$ cat config.mk
export PLATFORM = sky130hd
export DESIGN_NAME = dmem_arbiter
export DESIGN_NICKNAME = d
export VERILOG_FILES = /design/src/rtl/dmem_arbiter.sv
export SDC_FILE = /design/constraint.sdc
export NUM_CORES = 1
export LEC_CHECK = 0
export BUFFER_PORTS_ARGS = -buffer_cell sky130_fd_sc_hd__buf_2
export CAP_MARGIN = 20
export CORE_ASPECT_RATIO = 0.9
export CORE_MARGIN = 10
export CORE_UTILIZATION = 30
export CTS_CLUSTER_SIZE = 25
export DETAILED_ROUTE_END_ITERATION = 10
export GPL_ROUTABILITY_DRIVEN = 0
export GPL_TIMING_DRIVEN = 0
export PLACE_DENSITY = 0.72
export SYNTH_ARGS = -nofsm -noshare
export SYNTH_HDL_FRONTEND = slang
export SYNTH_SLANG_ARGS = --single-unit
export TNS_END_PERCENT = 5
$ cat constraint.sdc
create_clock -name clk -period 4.02 [get_ports clk]
set_clock_uncertainty 0.05 [all_clocks]
set_input_delay 0.201 -clock clk [delete_from_list [all_inputs] [get_ports clk]]
set_output_delay 0.201 -clock clk [all_outputs]
set_load 0.1 [all_outputs]
$ cat src/rtl/dmem_arbiter.sv
// Two-port arbiter in front of the single-port data memory, with optional burst lock.
// Define DMEM_ARB_RR_EN for round-robin tie-break; otherwise port 0 has fixed priority.
module dmem_arbiter #(
  parameter int unsigned ADDR_W    = 32,
  parameter int unsigned DATA_W    = 32,
  parameter int unsigned MAX_BURST = 4
) (
  input  logic              clk,
  input  logic              rst_n,
  input  logic              p0_req,
  input  logic              p0_we,
  input  logic              p0_lock,
  input  logic [ADDR_W-1:0] p0_addr,
  input  logic [DATA_W-1:0] p0_wdata,
  output logic              p0_gnt,
  output logic              p0_rvalid,
  output logic [DATA_W-1:0] p0_rdata,
  input  logic              p1_req,
  input  logic              p1_we,
  input  logic              p1_lock,
  input  logic [ADDR_W-1:0] p1_addr,
  input  logic [DATA_W-1:0] p1_wdata,
  output logic              p1_gnt,
  output logic              p1_rvalid,
  output logic [DATA_W-1:0] p1_rdata,
  output logic [ADDR_W-1:0] mem_addr,
  output logic [DATA_W-1:0] mem_wdata,
  output logic              mem_read,
  output logic              mem_write,
  input  logic [DATA_W-1:0] mem_rdata,
  output logic [1:0]        owner
);

  localparam int unsigned CNT_W = (MAX_BURST > 1) ? $clog2(MAX_BURST) : 1;
  localparam logic [CNT_W-1:0] CNT_CAP = CNT_W'(MAX_BURST - 1);

  typedef enum logic [1:0] {
    IDLE = 2'b00,
    OWN0 = 2'b01,
    OWN1 = 2'b10
  } state_e;

  state_e           state;
  logic [CNT_W-1:0] burst_cnt;
  logic             gnt0;
  logic             gnt1;
  logic             tie_pick1;
  logic             grant_lock;

`ifdef DMEM_ARB_RR_EN
  logic last;

  // Remember which port ended the most recent ownership; the other wins the next tie.
  always_ff @(posedge clk or negedge rst_n) begin
    if (!rst_n) begin
      last <= 1'b1;
    end else if ((gnt0 || gnt1) && !(grant_lock && burst_cnt < CNT_CAP)) begin
      last <= gnt1;
    end
  end

  assign tie_pick1 = ~last;
`else
  assign tie_pick1 = 1'b0;
`endif

  // Grant decode; grants are suppressed while reset is asserted.
  always_comb begin
    gnt0 = 1'b0;
    gnt1 = 1'b0;
    if (rst_n) begin
      case (state)
        IDLE: begin
          if (p0_req && p1_req) begin
            gnt0 = ~tie_pick1;
            gnt1 = tie_pick1;
          end else begin
            gnt0 = p0_req;
            gnt1 = p1_req;
          end
        end
        OWN0:    gnt0 = p0_req;
        OWN1:    gnt1 = p1_req;
        default: ;
      endcase
    end
  end

  assign p0_gnt     = gnt0;
  assign p1_gnt     = gnt1;
  assign grant_lock = gnt0 ? p0_lock : p1_lock;

  assign mem_addr  = gnt0 ? p0_addr  : (gnt1 ? p1_addr  : '0);
  assign mem_wdata = gnt0 ? p0_wdata : (gnt1 ? p1_wdata : '0);
  assign mem_read  = (gnt0 & ~p0_we) | (gnt1 & ~p1_we);
  assign mem_write = (gnt0 &  p0_we) | (gnt1 &  p1_we);

  // Ownership FSM: a locked beat keeps the port until the burst cap or a dropped request.
  always_ff @(posedge clk or negedge rst_n) begin
    if (!rst_n) begin
      state     <= IDLE;
      burst_cnt <= '0;
    end else if (gnt0 || gnt1) begin
      if (grant_lock && burst_cnt < CNT_CAP) begin
        state     <= gnt0 ? OWN0 : OWN1;
        burst_cnt <= burst_cnt + CNT_W'(1);
      end else begin
        state     <= IDLE;
        burst_cnt <= '0;
      end
    end else if (state != IDLE) begin
      state     <= IDLE;
      burst_cnt <= '0;
    end
  end

  assign owner = state;

  // Read response: capture memory data only on a granted read beat.
  always_ff @(posedge clk or negedge rst_n) begin
    if (!rst_n) begin
      p0_rvalid <= 1'b0;
      p1_rvalid <= 1'b0;
      p0_rdata  <= '0;
      p1_rdata  <= '0;
    end else begin
      p0_rvalid <= gnt0 & ~p0_we;
      p1_rvalid <= gnt1 & ~p1_we;
      if (gnt0 && !p0_we) p0_rdata <= mem_rdata;
      if (gnt1 && !p1_we) p1_rdata <= mem_rdata;
    end
  end

endmodule

==> metrics.log <==
[metrics] total power: 3.72 mW
[metrics] drc violations: 0
[metrics] core region area: about 0.011 mm²
[metrics] critical path start-end classification: input port to output pin
[metrics] all-layer global routing usage: roughly 18%
[metrics] antenna violations before repair: 0
[metrics] number of stages on the worst hold path: 2
[metrics] total grt overflow: 0
[metrics] share of cell area taken by muxes after synthesis: between 20% and 30%
[metrics] DPL Wire Length: roughly 13000 µm
[metrics] number of warnings printed during yosys synthesis: 0
[metrics] setup repair after global routing missed its margin: false
[metrics] syn_area_per_cell: roughly 14 µm²
[metrics] count of nets left with antenna violations after detail routing: 0
[metrics] maximum capacitance violations: 0
[metrics] TritonCTS Sinks: 70
[metrics] #FFs+latches synth: 70
[metrics] power per cell area: a little under 700 mW/mm²
[metrics] worst skew pair latency: approximately 0.32 ns
[metrics] share of the synthesized area in compound gates (AO/OA/AOI/OAI): a little under a fifth
[metrics] min Tclk post-route: about 3.2 ns
[metrics] global-route wire length before repair: ~22000 µm
[metrics] number of iterations in the first detailed-routing pass: 4
[metrics] register-to-register path setup slack: roughly 2.3 ns
[metrics] ratio of routed vias to standard cells: slightly below 5
[metrics] final routed wire length divided by cell count: 21.0 µm
[metrics] path category of the worst min-delay check: input port to flip-flop
[metrics] Worst Hold Launch: mem_rdata[19]
[metrics] starting density of the core: 30.8%
[metrics] worst-case clock buffer depth: 2
[metrics] pin count of the biggest net entering global routing: 76
[metrics] Critical R2R Launch: owner[1]$_DFFE_PN0P_
[metrics] Fin Setup TNS: 0 ns
[metrics] reg2reg path depth: 4
[metrics] register clock-pin slew on the reported worst setup and hold paths: around 0.050 ns
[metrics] Diodes inserted: 0
[metrics] count of final max-slew check failures: 0
[metrics] DIE AREA: around 0.016 mm²
[metrics] layout overhead on the synthesized area: 60.4%
[metrics] area share of fa/ha/maj cells after synthesis: less than 1%
[metrics] Max-Slew Margin vs Limit: 39.0%
[metrics] worst-path fanout max: 75
[metrics] cell area after synthesis: approximately 0.0033 mm²
[metrics] number of nets in the finished design: around 730
[metrics] Worst setup SP type: input port
[metrics] row count: 36
[metrics] CTS Root Buffer Type: clkbuf_16
[metrics] worst hold slack: roughly 0.06 ns
[metrics] setup violators final: 0
[metrics] Reg area: around 0.0018 mm²
[metrics] gate count after technology mapping: 247
[metrics] LEAKAGE: around 3.0 nW
[metrics] die height: 120 µm
[metrics] synthesized-area fraction occupied by and/or/nand/nor cells: just under 3%
[metrics] Netlist cell types: 26
[metrics] post-detailed-placement cell area: slightly above 0.005 mm²
[metrics] multi-input combinational cell area: 0.00146 mm²
[metrics] CTS tree: done
[metrics] result of the run: finished clean
[metrics] horizontal extent of the die: ~130 µm
[metrics] main combinational cell family by area after synthesis: multiplexers
[metrics] share of layout cells above drive strength 1: approximately 70%
[metrics] number of hold violations in the final report: 0
[metrics] VDD IR-drop max: around 0.46 mV
[metrics] number of H-tree levels: 3
[metrics] filler cell count: 1011
[metrics] wire length reported by the detailed router: ~15000 µm
[metrics] xor/xnor cell area share of the yosys netlist: 0%
[metrics] Via Count: between 3000 and 4000
[metrics] Arrival @ worst endpoint: about 3.0 ns
[metrics] post-route cell area: between 0.005 and 0.006 mm²
[metrics] CP endpoint kind: output pin
[metrics] Fmax achieved: between 300 and 400 MHz
[metrics] iteration-0 DRC count of the detailed router: between 150 and 200
[metrics] share of synthesized area occupied by flip-flops and latches: about 52%
[metrics] via count of the first global-routing pass: about 3700
[metrics] required arrival time at the worst endpoint: around 3.8 ns
[metrics] end of the worst register-to-register path: p0_rdata[12]$_DFFE_PN0P_
[metrics] clock buffers created by TritonCTS: 9
[metrics] Net Count, Synth: roughly 420
[metrics] total of buffers placed on input and output ports: ~300
[metrics] hold worst-path end: p0_rdata[19]$_DFFE_PN0P_
[metrics] Least-Margin Pin Slew: a little over 0.9 ns
[metrics] final period utilization: between 80% and 90%
[metrics] IO Count: between 300 and 400
-- worst max-delay path: stages --
cell,delay (ns)
dlygate4sd3_1,0.53
buf_4,0.70
nand3b_2,0.26
inv_2,0.18
buf_4,0.22
buf_2,0.24
a22o_1,0.21
buf_2,0.44
-- cells in the final DEF, fill, tap and decap left out, types with 2 or more instances in the layout --
cell type	synthesis	layout
buf_2	11	313
dfrtp_1	70	70
a22o_1	65	65
mux2_2	59	59
clkbuf_16	0	9
clkbuf_1	5	6
buf_4	4	5
inv_1	5	5
mux2_1	5	5
and3_1	3	3
o21ai_0	3	3
a22oi_1	2	2
clkinvlp_4	0	2
-- state kept, by name, summed over array words and instances, names as in the netlist --
| name | flops |
|---|---|
| p0_rdata | 32 |
| p1_rdata | 32 |
| burst_cnt | 2 |
| owner | 2 |
| p0_rvalid | 1 |
| p1_rvalid | 1 |
-- cell families after synthesis --
kind of cell             after synthesis
buffers and inverters                 27
adder cells (fa/ha/maj)                1
AND/OR/NAND/NOR                       13
flip-flops                            70
AO/OA/AOI/OAI                         71
multiplexers                          65
-- cells in the mapped netlist --
| library cell | count | area, µm² |
|---|---|---|
| nor3b_1 | 1 | 7.51 |
| nor2_1 | 1 | 3.75 |
| buf_6 | 1 | 11.3 |
| mux2_1 | 5 | 56.3 |
| ha_1 | 1 | 12.5 |
| dfrtp_1 | 70 | 1750 |
| nand4_2 | 1 | 12.5 |
| mux2i_1 | 1 | 10.0 |
| inv_1 | 5 | 18.8 |
| buf_4 | 4 | 30.0 |
| a22oi_1 | 2 | 15.0 |
| nand3b_2 | 1 | 11.3 |
| o21ai_0 | 3 | 15.0 |
| nand3_1 | 1 | 5.00 |
| nor2_4 | 1 | 11.3 |
| mux2_2 | 59 | 664 |
| clkbuf_1 | 5 | 18.8 |
| and3_1 | 3 | 18.8 |
| o41ai_2 | 1 | 16.3 |
| nor2b_2 | 1 | 8.76 |
| a22o_1 | 65 | 569 |
| buf_2 | 11 | 55.1 |
| nand2b_1 | 1 | 6.26 |
| nand4_1 | 1 | 6.26 |
| inv_2 | 1 | 3.75 |
| nor2b_1 | 1 | 6.26 |
-- power breakdown --
group / total, mW / leakage [nW] / switching, mW / internal (mW)
combinational: 2.00 / 1.97 / 1.67 / 0.338
sequential: 0.931 / 0.843 / 0.0754 / 0.856
clock: 0.784 / 0.142 / 0.287 / 0.497
total: 3.72 / 2.95 / 2.03 / 1.69
-- metal layers --
layer	global-route usage, %	share of wire [%]	wire length (µm)	vias up
met5	0	0	0	-
met4	2.64	0.68	103	0
met3	7.57	9.9	1490	15
met2	31.2	51	7630	184
met1	19.6	39	5850	1717
li1	-	-	-	1572
-- layout make-up --
cell class | count | share of cell area (%)
Clock inverter | 5 | 1.10
Inverter | 6 | 0.420
Timing Repair Buffer | 304 | 28.5
Buffer | 21 | 2.15
Clock buffer | 11 | 4.52
Multi-Input combinational cell | 150 | 27.1
Sequential cell | 70 | 32.6
Tap cell | 152 | 3.54
-- metrics by stage --
stage,worst slack [ns],std cells,util (%)
floorplan,0.438,247,-
global placement,0.735,702,46.5
detailed placement,1.24,702,46.6
CTS,0.688,719,49.4
global route,0.503,719,49.4
finish,0.770,719,49.4
-- how the worst max path moves through the flow --
| stage | startpoint | to | slack, ns |
|---|---|---|---|
| floorplan | owner[1]$_DFFE_PN0P_ | mem_read | 0.44 |
| global placement | rst_n | mem_wdata[22] | 0.73 |
| detailed placement | rst_n | mem_wdata[22] | 1.24 |
| CTS | rst_n | mem_wdata[22] | 0.69 |
| global route | rst_n | mem_wdata[22] | 0.50 |
| finish | rst_n | mem_wdata[22] | 0.77 |
-- timing repair --
item | CTS | global route
gates resized for setup | 0 | 0
endpoints found under the hold margin | 29 | 0
hold buffers | 1 | 0
buffers inserted | 0 | 0
No activity file was read; power rests on OpenSTA's default activity.
